## config.mk

```make
export PLATFORM = sky130hd
export DESIGN_NAME = jtag_host
export DESIGN_NICKNAME = d
export VERILOG_FILES = /design/src/rtl/jtag_host.sv
export SDC_FILE = /design/constraint.sdc
export NUM_CORES = 1
export LEC_CHECK = 0
export ABC_AREA = 1
export CAP_MARGIN = 20
export CORE_UTILIZATION = 55
export CTS_CLUSTER_DIAMETER = 120
export DETAILED_ROUTE_END_ITERATION = 8
export PLACE_DENSITY = 0.82
export SLEW_MARGIN = 20
export SYNTH_ARGS = -nofsm -noshare
export SYNTH_HDL_FRONTEND = slang
export SYNTH_SLANG_ARGS = --single-unit
```

## constraint.sdc

```tcl
create_clock -name clk -period 4.25 [get_ports clk]
set_input_delay 0.6375 -clock clk [delete_from_list [all_inputs] [get_ports clk]]
set_output_delay 0.6375 -clock clk [all_outputs]
set_load 0.02 [all_outputs]
```

## src/rtl/jtag_host.sv

```systemverilog
// JTAG initiator: runs TAP reset, IR scan or DR scan one command at a time and returns captured TDO.
// Optional JTAG_HOST_TRST_EN adds an active-high trst output driven for the duration of a RESET command.
module jtag_host #(
  parameter int CLK_DIV = 2,
  parameter int MAX_LEN = 32
) (
  input  logic               clk,
  input  logic               rst_n,
  input  logic               cmd_valid,
  output logic               cmd_ready,
  input  logic [1:0]         cmd_type,
  input  logic [5:0]         cmd_len,
  input  logic [MAX_LEN-1:0] cmd_data,
  output logic               rsp_valid,
  input  logic               rsp_ready,
  output logic [MAX_LEN-1:0] rsp_data,
  output logic               tck,
  output logic               tms,
  output logic               tdi,
  input  logic               tdo
`ifdef JTAG_HOST_TRST_EN
  ,
  output logic               trst
`endif
);

  localparam int DW = (CLK_DIV > 1) ? $clog2(CLK_DIV) : 1;

  localparam logic [2:0] S_IDLE  = 3'd0;
  localparam logic [2:0] S_PRE   = 3'd1;
  localparam logic [2:0] S_SHIFT = 3'd2;
  localparam logic [2:0] S_POST  = 3'd3;
  localparam logic [2:0] S_RESP  = 3'd4;

  localparam logic [1:0] T_RST = 2'd0;
  localparam logic [1:0] T_IR  = 2'd1;

  logic [2:0]         state_q, state_d;
  logic [DW-1:0]      div_q, div_d;
  logic               tck_q, tck_d;
  logic               tms_q, tms_d;
  logic               tdi_q, tdi_d;
  logic [5:0]         bit_q, bit_d;
  logic [5:0]         len_q, len_d;
  logic [1:0]         type_q, type_d;
  logic [MAX_LEN-1:0] data_q, data_d;
  logic [MAX_LEN-1:0] cap_q, cap_d;
  logic [MAX_LEN-1:0] data_sh;
  logic [5:0]         n_clamp;
  logic [5:0]         pre_last;
  logic               load;

  // TMS value for a given TCK cycle of the walk from Run-Test/Idle back to Run-Test/Idle
  function automatic logic tms_of(input logic [2:0] st, input logic [5:0] b,
                                  input logic [1:0] ty, input logic [5:0] n);
    logic v;
    v = 1'b0;
    case (st)
      S_PRE: begin
        if (ty == T_RST)     v = (b < 6'd5);
        else if (ty == T_IR) v = (b < 6'd2);
        else                 v = (b < 6'd1);
      end
      S_SHIFT: v = (b == n - 6'd1);
      S_POST:  v = (b == 6'd0);
      default: v = 1'b0;
    endcase
    return v;
  endfunction

  always_comb begin
    n_clamp = cmd_len;
    if (32'(cmd_len) > MAX_LEN) n_clamp = 6'(MAX_LEN);
  end

  assign pre_last = (type_q == T_RST) ? 6'd5 : (type_q == T_IR) ? 6'd3 : 6'd2;

  always_comb begin
    state_d = state_q;
    div_d   = div_q;
    tck_d   = tck_q;
    tms_d   = tms_q;
    tdi_d   = tdi_q;
    bit_d   = bit_q;
    len_d   = len_q;
    type_d  = type_q;
    data_d  = data_q;
    cap_d   = cap_q;
    data_sh = '0;
    load    = 1'b0;
    case (state_q)
      S_IDLE: begin
        if (cmd_valid) begin
          type_d  = (cmd_type == 2'd3) ? T_RST : cmd_type;
          len_d   = n_clamp;
          data_d  = cmd_data;
          cap_d   = '0;
          div_d   = '0;
          tck_d   = 1'b0;
          bit_d   = '0;
          state_d = S_PRE;
          load    = (type_d == T_RST) || (n_clamp != 6'd0);
        end
      end
      S_PRE, S_SHIFT, S_POST: begin
        if (state_q == S_PRE && type_q != T_RST && len_q == 6'd0) begin
          state_d = S_RESP;
        end else if (div_q != DW'(CLK_DIV - 1)) begin
          div_d = div_q + DW'(1);
        end else begin
          div_d = '0;
          if (!tck_q) begin
            tck_d = 1'b1;
            if (state_q == S_SHIFT)
              cap_d = cap_q | ({{(MAX_LEN-1){1'b0}}, tdo} << bit_q);
          end else begin
            // falling edge: advance to the next TCK cycle and present its tms/tdi
            tck_d = 1'b0;
            load  = 1'b1;
            bit_d = bit_q + 6'd1;
            case (state_q)
              S_PRE: if (bit_q == pre_last) begin
                bit_d   = '0;
                state_d = (type_q == T_RST) ? S_RESP : S_SHIFT;
              end
              S_SHIFT: if (bit_q == len_q - 6'd1) begin
                bit_d   = '0;
                state_d = S_POST;
              end
              default: if (bit_q == 6'd1) begin
                bit_d   = '0;
                state_d = S_RESP;
              end
            endcase
          end
        end
      end
      S_RESP: if (rsp_ready) state_d = S_IDLE;
      default: state_d = S_IDLE;
    endcase
    if (load) begin
      data_sh = data_d >> bit_d;
      tdi_d   = (state_d == S_SHIFT) && data_sh[0];
      if (state_d != S_RESP) tms_d = tms_of(state_d, bit_d, type_d, len_d);
    end
  end

  always_ff @(posedge clk or negedge rst_n) begin
    if (!rst_n) begin
      state_q <= S_IDLE;
      div_q   <= '0;
      tck_q   <= 1'b0;
      tms_q   <= 1'b1;
      tdi_q   <= 1'b0;
      bit_q   <= '0;
      len_q   <= '0;
      type_q  <= T_RST;
      data_q  <= '0;
      cap_q   <= '0;
    end else begin
      state_q <= state_d;
      div_q   <= div_d;
      tck_q   <= tck_d;
      tms_q   <= tms_d;
      tdi_q   <= tdi_d;
      bit_q   <= bit_d;
      len_q   <= len_d;
      type_q  <= type_d;
      data_q  <= data_d;
      cap_q   <= cap_d;
    end
  end

`ifdef JTAG_HOST_TRST_EN
  logic trst_q, trst_d;

  always_comb begin
    trst_d = trst_q;
    if (state_q == S_IDLE && cmd_valid && type_d == T_RST) trst_d = 1'b1;
    if (state_d == S_RESP) trst_d = 1'b0;
  end

  always_ff @(posedge clk or negedge rst_n) begin
    if (!rst_n) trst_q <= 1'b0;
    else        trst_q <= trst_d;
  end

  assign trst = trst_q;
`endif

  assign cmd_ready = (state_q == S_IDLE);
  assign rsp_valid = (state_q == S_RESP);
  assign rsp_data  = cap_q;
  assign tck       = tck_q;
  assign tms       = tms_q;
  assign tdi       = tdi_q;

endmodule

```

==> results.toml <==
[status]
outcome = "complete, no violations"

[final_layout]
diodes = 0
layout-drive-gt1-share = 0.1061
finalInstanceArea_sq_um = 5794
fillers = 673
seqCellArea_sq_um = 2128
fin_nets = 753
multiInputGateArea_sq_um = 2267
area_growth_syn_to_layout_pct = 20.72

[global_route]
top_usage_layer = "met2"
grt_usage = 0.2849
antenna_found_initial = 0
grt_pass1_wl_um = 19940
met3_usage = 0.04864
use_met1 = 0.3894
grt_pass1_vias = 4197
grt-ovfl-total = 0
grtUsageMet2 = 0.4577
grt_max_degree = 86

[sta]
fin_crit_ns = 2.903
setup_violations = 0
max_slew.worst_pin.slew_ns = 0.7900
rsz0062_at_grt = "false"
final_max_slew_viol_count = 0
hold_viol_final = 0
tns_ns = 0
skew_ns = 0.006312
finalCritPeriodShare = 0.6830
fmax_mhz = 344.5
relSlewSlack = 0.4733

[synthesis]
yosys-top-cells-count = "nand2_1, dfrtp_1, nand3_1"
synth_area_leaders = "dfrtp_1, nand2_1, nand3_1"
synth_edf_count = 0
yosysTopAreaCell = "dfrtp_1"
syn-num-nets = 683
synthCells = 632
yosysMostFrequentCell = "nand2_1"
synthesis.area_sq_um = 4800
synth.distinct_cells = 40
synth-seq-cells = 85
synthFlopType = "dfrtp_1"
ys_seq_area_frac = 0.4434
yosysTopAreaCellShare = 0.4380
async_reset_ff_frac = 1.000
avgSynthCellArea_sq_um = 7.594
yosys_warnings = 0

[detailed_routing]
drc = 0
wl_per_cell_um = 14.65
vias_per_cell = 5.520
first_iter_violations = 352
routed-via-count = 4482
first_pass_iters = 5
antenna_left = 0
drt-total-wl_um = 11900

[floorplanning]
die_h_um = 95.42
num_rows = 33
dieWidth_um = 95.42
core_area_sq_um = 8341
start_util = 0.5755
io_pins = 82
dieArea_sq_um = 9104

[cts]
cts.sinks = 85
cts-root-buf = "clkbuf_8"
postCtsSetupBuffers = 0
htreeDepth = 3
worstSkewPairLatency_ns = 0.36
cts_resized = 0
ctsHoldBuffers = 0
ctsLongestPathBuffers = 2
cts-buffers-inserted = 9
cts_tree = "done"
path_clk_slew_ns = 0.09

[place]
gp_congestion = 0.9073
placed_area_sq_um = 5605
portBuffers = 81
dp_hpwl_um = 8469

[power]
ir_drop_mv = 0.2742
leakagePower_uw = 0.002806
power_density_nw_per_um2 = 590.3

[worst_setup_path]
crit_start = "bit_q[3]$_DFF_PN0_"
worst-path-max-fanout = 20
worstRegToRegCells = 16
cp_data_required_time_ns = 4.51
critPathLaunchType = "register"
r2r-start = "bit_q[3]$_DFF_PN0_"
arrival_ns = 3.17
reg2reg_slack_ns = 1.35
worst-setup-path-type = "register to register"
worst_setup_path_end_kind = "register"

[job]
drv_cap = 0

[hold_path]
hold_path_class = "input port to async pin"
worst paths after layout:
path | endpoint
worst max-delay path | tdi$_DFFE_PN0P_
worst min-delay path | rsp_data[2]$_DFFE_PN0P_
worst max register to register | tdi$_DFFE_PN0P_
worst min register to register | data_q[10]$_DFF_PN0_
max in group asynchronous | data_q[3]$_DFF_PN0_
min in group clk | data_q[10]$_DFF_PN0_
sequential cells by signal, indices dropped and copies added, names as in the netlist:
| name | cells |
|---|---|
| type_q | 2 |
| data_q | 32 |
| tdi | 1 |
| div_q | 1 |
| len_q | 6 |
| tms | 1 |
| bit_q | 6 |
| rsp_data | 32 |
| state_q | 3 |
| tck | 1 |
cell type report:
cell class | count | share of cell area
multi-input combinational | 458 | 0.3913
inverter | 64 | 0.04276
clock buffer | 10 | 0.02375
timing repair buffer | 84 | 0.1440
clock inverter | 6 | 0.008206
tap | 105 | 0.02267
sequential | 85 | 0.3673
cells in the final DEF, fill, tap and decap left out, drive strengths merged:
cell type and count:
or2 3, o221ai 1, clkinv 5, dfstp 1, a31oi 1, nand2 208, nor3 8, xor2 5
clkdlybuf4s50 80, inv 65, clkbuf 10, o22ai 2, nor2 69, o21ai 14, nand3b 4, dfrtp 84
ha 6, a21oi 44, nor4 9, a221oi 1, nand3 68, buf 4, nand4 7, xnor2 6
o31ai 2
critical path, stage by stage, from the launching register on:
cell and delay (ns):
dfrtp_1 0.57, inv_1 0.49, nand4_1 0.30, nor2_1 0.22, nor3_1 0.07, nand2_1 0.09, nand2_2 0.06, nand2_4 0.18
nand2_4 0.19, nand2_1 0.14, nand3_1 0.08, nand3_1 0.09, nand2_1 0.05, nand2_1 0.05, nand3_1 0.08, nand3_1 0.08
nand2_1 0.05
power breakdown:
group / internal [uW] / switching [uW]
combinational: 602 / 1120
sequential: 1030 / 118
clock: 234 / 321
metal layers:
metal,vias to the layer above,wire [um]
met1,2096,5216
met2,183,5751
met3,28,716
met4,0,210
met5,-,0
li1,2175,-
cells by family after synthesis:
| logic type | synth area share |
|---|---|
| AOI/OAI and AO/OA | 0.08185 |
| and+or+nand+nor | 0.3548 |
| adders and majority gates | 0.01564 |
| xor gates and xnor gates | 0.02007 |
| DFF | 0.4434 |
| buffers and inverters | 0.08420 |
through the flow:
step	util	setup slack, ns	cells	hold WS [ns]	power, uW
finish	0.6947	1.347	812	0.2960	3421
global route	0.6947	1.012	812	0.3696	3698
CTS	0.6943	1.370	812	0.4836	3402
detailed placement	0.6721	1.036	796	0.4621	2853
global placement	0.6721	1.132	796	0.4507	2806
floorplan	-	2.016	632	0.3419	2483
(Power assumes the default switching activity.)
